[src/rtl/ecpri_tx_sched.sv]
// Response scheduler: captures write/read response requests from ecpri_rx, arbitrates
// round-robin and serialises each granted response as an eCPRI byte frame.
module ecpri_tx_sched (
  input  logic       clk,
  input  logic       reset,
  input  logic       send_write_resp,
  input  logic       send_read_resp,
  input  logic [7:0] info_to_tx,
  input  logic [7:0] tx_payload_len,
  output logic       mem_rd_en,
  output logic [7:0] mem_rd_addr,
  input  logic [7:0] mem_rd_data,
  output logic [7:0] tx_data,
  output logic       tx_valid,
  input  logic       tx_ready,
  output logic       tx_sop,
  output logic       tx_eop,
  output logic       busy,
  output logic [7:0] drop_cnt
);

  localparam logic [1:0] StIdle  = 2'd0;
  localparam logic [1:0] StHdr   = 2'd1;
  localparam logic [1:0] StFetch = 2'd2;
  localparam logic [1:0] StSend  = 2'd3;

  logic [1:0] state_q, state_d;

  // Pending request slots
  logic       wr_vld_q;
  logic [7:0] wr_info_q;
  logic       rd_vld_q;
  logic [7:0] rd_info_q;
  logic [7:0] rd_len_q;
  logic       last_rd_q;

  // Working registers for the frame in progress
  logic       cur_rd_q;
  logic [7:0] cur_info_q;
  logic [7:0] cur_len_q;
  logic [2:0] byte_cnt_q;
  logic [7:0] addr_q;
  logic [7:0] hold_q;
  logic       fresh_q;
  logic [7:0] drop_cnt_q;

  logic       grant_wr, grant_rd, grant_any;
  logic       accept;
  logic       drop_wr, drop_rd;
  logic [8:0] drop_sum;
  logic [8:0] plen;
  logic       last_hdr, hdr_ends_frame, last_pay;

  always_comb begin
    grant_wr = 1'b0;
    grant_rd = 1'b0;
    if (state_q == StIdle) begin
      if (wr_vld_q && rd_vld_q) begin
        grant_wr = last_rd_q;
        grant_rd = !last_rd_q;
      end else begin
        grant_wr = wr_vld_q;
        grant_rd = rd_vld_q;
      end
    end
  end

  assign grant_any      = grant_wr || grant_rd;
  assign accept         = tx_valid && tx_ready;
  assign drop_wr        = send_write_resp && wr_vld_q && !grant_wr;
  assign drop_rd        = send_read_resp && rd_vld_q && !grant_rd;
  assign drop_sum       = {1'b0, drop_cnt_q} + {8'd0, drop_wr} + {8'd0, drop_rd};
  assign plen           = cur_rd_q ? ({1'b0, cur_len_q} + 9'd2) : 9'd2;
  assign last_hdr       = (byte_cnt_q == 3'd5);
  assign hdr_ends_frame = !cur_rd_q || (cur_len_q == 8'd0);
  assign last_pay       = (addr_q == (cur_len_q - 8'd1));

  // Frame outputs are decoded from registered state so reset clears them at once.
  always_comb begin
    tx_data = 8'h00;
    case (state_q)
      StHdr: begin
        case (byte_cnt_q)
          3'd0:    tx_data = 8'h10;
          3'd1:    tx_data = 8'h04;
          3'd2:    tx_data = {7'd0, plen[8]};
          3'd3:    tx_data = plen[7:0];
          3'd4:    tx_data = cur_info_q;
          default: tx_data = cur_rd_q ? 8'h02 : 8'h01;
        endcase
      end
      // Memory data lands in the first SEND cycle; it is held from then on.
      StSend:  tx_data = fresh_q ? mem_rd_data : hold_q;
      default: tx_data = 8'h00;
    endcase
  end

  assign tx_valid    = (state_q == StHdr) || (state_q == StSend);
  assign tx_sop      = (state_q == StHdr) && (byte_cnt_q == 3'd0);
  assign tx_eop      = ((state_q == StHdr) && last_hdr && hdr_ends_frame) ||
                       ((state_q == StSend) && last_pay);
  assign busy        = (state_q != StIdle);
  assign mem_rd_en   = (state_q == StFetch);
  assign mem_rd_addr = addr_q;
  assign drop_cnt    = drop_cnt_q;

  always_comb begin
    state_d = state_q;
    case (state_q)
      StIdle:  if (grant_any) state_d = StHdr;
      StHdr:   if (accept && last_hdr) state_d = hdr_ends_frame ? StIdle : StFetch;
      StFetch: state_d = StSend;
      default: if (accept) state_d = last_pay ? StIdle : StFetch;
    endcase
  end

  always_ff @(posedge clk or negedge reset) begin
    if (!reset) begin
      state_q    <= StIdle;
      wr_vld_q   <= 1'b0;
      wr_info_q  <= 8'h00;
      rd_vld_q   <= 1'b0;
      rd_info_q  <= 8'h00;
      rd_len_q   <= 8'h00;
      last_rd_q  <= 1'b1;
      cur_rd_q   <= 1'b0;
      cur_info_q <= 8'h00;
      cur_len_q  <= 8'h00;
      byte_cnt_q <= 3'd0;
      addr_q     <= 8'h00;
      hold_q     <= 8'h00;
      fresh_q    <= 1'b0;
      drop_cnt_q <= 8'h00;
    end else begin
      state_q <= state_d;

      // A new request loaded on the granting edge wins over the clear.
      if (send_write_resp && (!wr_vld_q || grant_wr)) begin
        wr_vld_q  <= 1'b1;
        wr_info_q <= info_to_tx;
      end else if (grant_wr) begin
        wr_vld_q <= 1'b0;
      end

      if (send_read_resp && (!rd_vld_q || grant_rd)) begin
        rd_vld_q  <= 1'b1;
        rd_info_q <= info_to_tx;
        rd_len_q  <= tx_payload_len;
      end else if (grant_rd) begin
        rd_vld_q <= 1'b0;
      end

      drop_cnt_q <= drop_sum[8] ? 8'hFF : drop_sum[7:0];

      if (grant_any) begin
        cur_rd_q   <= grant_rd;
        cur_info_q <= grant_rd ? rd_info_q : wr_info_q;
        cur_len_q  <= grant_rd ? rd_len_q : 8'h00;
        last_rd_q  <= grant_rd;
        byte_cnt_q <= 3'd0;
      end

      if ((state_q == StHdr) && accept) begin
        byte_cnt_q <= byte_cnt_q + 3'd1;
        if (last_hdr) addr_q <= 8'h00;
      end

      if (state_q == StFetch) fresh_q <= 1'b1;

      if (state_q == StSend) begin
        if (fresh_q) begin
          hold_q  <= mem_rd_data;
          fresh_q <= 1'b0;
        end
        if (accept && !last_pay) addr_q <= addr_q + 8'd1;
      end
    end
  end

endmodule

[config.mk]
export PLATFORM = sky130hd
export DESIGN_NAME = ecpri_tx_sched
export DESIGN_NICKNAME = d
export VERILOG_FILES = /design/src/rtl/ecpri_tx_sched.sv
export SDC_FILE = /design/constraint.sdc
export NUM_CORES = 1
export LEC_CHECK = 0
export ABC_AREA = 0
export BUFFER_PORTS_ARGS = -buffer_cell sky130_fd_sc_hd__buf_4
export CORE_MARGIN = 2
export CORE_UTILIZATION = 25
export DETAILED_ROUTE_END_ITERATION = 8
export REMOVE_ABC_BUFFERS = 1
export SETUP_SLACK_MARGIN = 0.05
export SLEW_MARGIN = 40
export SYNTH_ARGS = -nofsm -noshare
export SYNTH_HDL_FRONTEND = slang
export SYNTH_SLANG_ARGS = --single-unit
[constraint.sdc]
create_clock -name clk -period 2.7 [get_ports clk]
set_input_delay 0.54 -clock clk [delete_from_list [all_inputs] [get_ports clk]]
set_output_delay 0.54 -clock clk [all_outputs]
set_load 0.1 [all_outputs]
# Word-level counts from Yosys, hierarchy flattened
# Index checks and enable logic that the tools add are counted.
# op_classes
add_sub_neg	6
eq_ne	11
muxes	31
n_reduce_logical	37
# ops
op	n
8-bit two-way mux	8
8-bit one-hot mux with 5 select lines	1
8-bit one-hot mux with 2 select lines	1
1-bit logical AND	15
2-bit two-way mux	6
1-bit two-way mux	11
8-bit by 1-bit adder with 9-bit output	1
8-bit by 2-bit adder with 9-bit output (second input constant)	1
9-bit by 1-bit adder with 9-bit output	1
9-bit two-way mux	1
8-bit by 1-bit adder with 8-bit output (second input constant)	1
8-bit equality test	1
8-bit zero test	1
2-bit nonzero test	4
8-bit by 1-bit subtractor with 8-bit output (second input constant)	1
1-bit zero test	7
3-bit by 2-bit equality test with 1-bit output (second input constant)	2
3-bit equality test (second input constant)	2
1-bit logical OR	6
3-bit two-way mux	2
2-bit one-hot mux with 3 select lines	1
2-bit equality test (second input constant)	2
4-bit nonzero test	1
3-bit by 1-bit adder with 3-bit output (second input constant)	1
other kinds (7)	7
# totals
ff_bits	74
input_bits	29
out_inout_bits	29
word_cells	100

# Depth between registers and ports, before layout
# logic_depth
depth_word	8
mapped_depth	11
depth_no_buf	10

# Worst setup path before layout
# No wires, ideal clock.
# synth_timing
path_kind	reg-to-output
from	register addr_q[3] (netlist: mem_rd_addr[3])
to	output tx_eop
t_arrival_ns	3.724
slack_ns	-1.564
path_stages_with_launch	8
path_cell_list	dfrtp_1 clkbuf_1 nand4b_1 o211a_1 a211o_1 a2111oi_4 a22oi_1 nor2b_1
# synth_via
elab_chain_cells	3
# synth_lines
item	line	source
start: declaration	42	logic [7:0] addr_q;
start signal: assignment	175	if (accept && !last_pay) addr_q <= addr_q + 8'd1;
8-bit equality test	76	assign last_pay = (addr_q == (cur_len_q - 8'd1));
1-bit logical AND	101	((state_q == StSend) && last_pay);
1-bit logical OR	100	assign tx_eop = ((state_q == StHdr) && last_hdr && hdr_ends_frame) ||
end: declaration	17	output logic tx_eop,
# No other way between the ends.

# Worst setup path after layout
# layout_timing
from	register cur_len_q[2]
to	output tx_eop
# layout_via
elab_chain_cells	4
elab_cells_between_ends	7
classes_between	add/sub (1); eq/ne (1); reduce/logical (5)
# layout_lines
item	line	source
start: declaration	40	logic [7:0] cur_len_q;
start signal: assignment	158	cur_len_q <= grant_rd ? rd_len_q : 8'h00;
8-bit by 1-bit subtractor with 8-bit output or 8-bit zero test (tied branches)	76, 75	
8-bit equality test or 1-bit logical OR (tied branches)	76, 75	
1-bit logical AND, on equally long branches	101, 100	
1-bit logical OR *	100	
# Every way passes the cells marked *; elsewhere a longest branch is shown, timed or not.

==> flow_metrics.tcl <==
set metrics [dict create \
    cts_buffer_depth 2 \
    finalWirelength_microns 9870 \
    ys_seq_area_share_pct 47.9 \
    floorplan.initialDensity_pct 25.5 \
    htree_num_levels 3 \
    drc_errors 0 \
    postSynthAreaPerCell_sq_um 10.7 \
    ys_seq_elements 74 \
    ff_latch_area_sq_um 1850 \
    finalCritPeriodShare_pct 112 \
    area_growth_pct 34.5 \
    track_usage_pct 12.7 \
    antenna_cells 0 \
    synth_cells 362 \
    synth_top_area_share_pct 47.2 \
    r2r-start "cur_len_q[2]" \
    final_cell_mix "buf_4, dfrtp_1, nand2_1" \
    hold_path.class "input port to asynchronous set/reset pin" \
    hold_viol_final 0 \
    fin_crit_ns 3.03 \
    viasPerCell 4.77 \
    clock-sinks 74 \
    clk_pin_slew_worst_paths_ns 0.06 \
    tritoncts "built" \
    grt_pass1_wl_microns 16300 \
    drv_slew 0 \
    vias 3016 \
    synth.distinct_cells 52 \
    grt_pass1_vias 3164 \
    first_pass_iters 4 \
    worst_slack_ns -0.328 \
    antenna_found_initial 0 \
    max_clock_freq_mhz 330 \
    crit_path_max_fanout 3 \
    outcome "complete, but fails checks" \
    io_buffers 57 \
    synth_mux_area_share_pct 12.2 \
    synth-simple-area-share_pct 15.8 \
    postCtsHoldBufs 0 \
    dp_cells 613 \
    fin_nets 480 \
    die_area_sq_um 16500 \
    rows 45 \
    stdcell_count 632 \
    cts-root-buf "clkbuf_16" \
    clk_latency_ns 0.34 \
    timing.hold.ws_ns 0.195 \
    multi_input_area_sq_um 2060 \
    synth-compound-area-share_pct 12.3 \
    setup_viol 1 \
    synth_xor_xnor_area_share_pct 4.53 \
    yosys.area.top_type "dfrtp_1" \
    worst_ep_required_time_ns 2.16 \
    async_flop_share_pct 100 \
    synth_top_family_by_area "simple AND/OR/NAND/NOR gates" \
    overflow 0 \
    crit_type "flip-flop to output port" \
    syn_area_sq_um 3870 \
    wl_per_cell_microns 15.6 \
    drv_cap 0 \
    cts_inserted_buffers 9 \
    final_common_cell "buf_4" \
    critPathLaunch "cur_len_q[2]" \
    drt_iter0_drc 180 \
    io_pins 58 \
    arrival_ns 2.49 \
    nFillCells 1538 \
    die_h_microns 128 \
    ys.flop_type "dfrtp_1" \
    core_area_sq_um 15100 \
    reg2reg_depth 9 \
    place.gp.congestion 0.872 \
    grt_max_degree 42 \
    final_util_pct 34.3 \
    detailed_place_hpwl_microns 7120 \
    cp-end-kind "output port" \
    worstMarginPinSlew_ns 0.724 \
    rsz0062_at_grt "yes" \
    synth_edf_count 0 \
    violations "setup timing" \
    fin_worst_skew_ns 0.00456 \
    relSlewSlack_pct 51.6 \
    synth-adder-area-share_pct 4.08 \
    ant_nets 0 \
    die_width_microns 128 \
    drive_above_1_share_pct 38.3 \
    worstSetupStartpointType "flip-flop" \
    yosysWarnings 0 \
    ys_top_cells_by_area "dfrtp_1, mux2_2, nand2_1" \
]
## through the flow
stage | setup WS, ns | setup TNS [ns] | cell area (sq um)
after floorplan | -1.91 | -8.65 | 3780
after global placement | -0.0606 | -0.0606 | 4640
after detailed placement | -0.104 | -0.104 | 4640
after CTS | -0.318 | -0.318 | 5110
after global routing | -0.459 | -0.555 | 5200
final | -0.328 | -0.328 | 5200
## kinds of logic after synthesis
family | count (synthesis)
simple gates | 124
flops | 74
compound gates | 60
mux | 43
buf+inv | 29
xor+xnor | 20
fa+ha+maj | 12
## state kept, by name, summed over array words and instances (netlist names)
register and cells:
byte_cnt_q 3, cur_info_q 8, cur_len_q 8, cur_rd_q 1, drop_cnt 8, fresh_q 1, hold_q 8, last_rd_q 1
mem_rd_addr 8, rd_info_q 8, rd_len_q 8, rd_vld_q 1, state_q 2, wr_info_q 8, wr_vld_q 1
## path summary, 6_finish.rpt
kind | slack [ns] | to
max | -0.33 | tx_eop
min | 0.19 | hold_q[0]
max reg2reg | 0.37 | mem_rd_addr[4]
min reg2reg | 0.48 | cur_info_q[4]
max in group asynchronous | 1.85 | last_rd_q
min in group clk | 0.40 | rd_vld_q
## metal layers
metal | vias up | GRT usage (%) | part of all wire [%]
met5 | - | 0 | 0
met4 | 0 | 4.40 | 1.5
met3 | 12 | 4.57 | 5.6
met2 | 60 | 20.3 | 49
met1 | 1489 | 15.9 | 44
li1 | 1455 | - | -
## Yosys cell counts (2+ instances only)
library cell  instances
nand3b_1              3
ha_1                 11
o311a_1               2
nor2_1               18
mux2i_1              10
o22ai_1               6
a32oi_1               6
inv_1                11
a21o_1                2
a21oi_1               6
nor4_1                2
and2_1                3
nand2b_1              7
nand2_1              44
nor3_1                5
dfrtp_1              73
o21ai_0               4
nor2b_1               3
a22o_1               10
and3_1                5
xor2_1               10
buf_6                 2
a22oi_1              10
clkbuf_1             15
mux2_2               33
nand3_1              24
o211a_1               2
xnor2_1              10
a211o_1               2
## cell type report
class	instances	area share, %
clock buffer	9	4.33
inverter	11	0.794
multi-input combinational	259	39.6
timing repair buffer	84	13.5
sequential	74	35.6
tap	188	4.52
clock inverter	7	1.64
## critical path: stages (launching register included)
cell and delay [ns]:
dfrtp_1 0.39, inv_1 0.13, ha_4 0.16, nor2b_4 0.17
xnor2_1 0.08, a211o_1 0.33, a2111oi_4 0.36, a22oi_2 0.13
nor2b_1 0.15, buf_6 0.24
## timing repair
item / 4_1_cts / 5_1_grt
endpoints found under the setup margin: 9 / 9
pin swaps: 10 / 6
buffers inserted: 3 / 0
gates resized for setup: 31 / 19
Power is not shown: default switching activity piles up to over one toggle a cycle in this logic, so the estimate is an artifact.
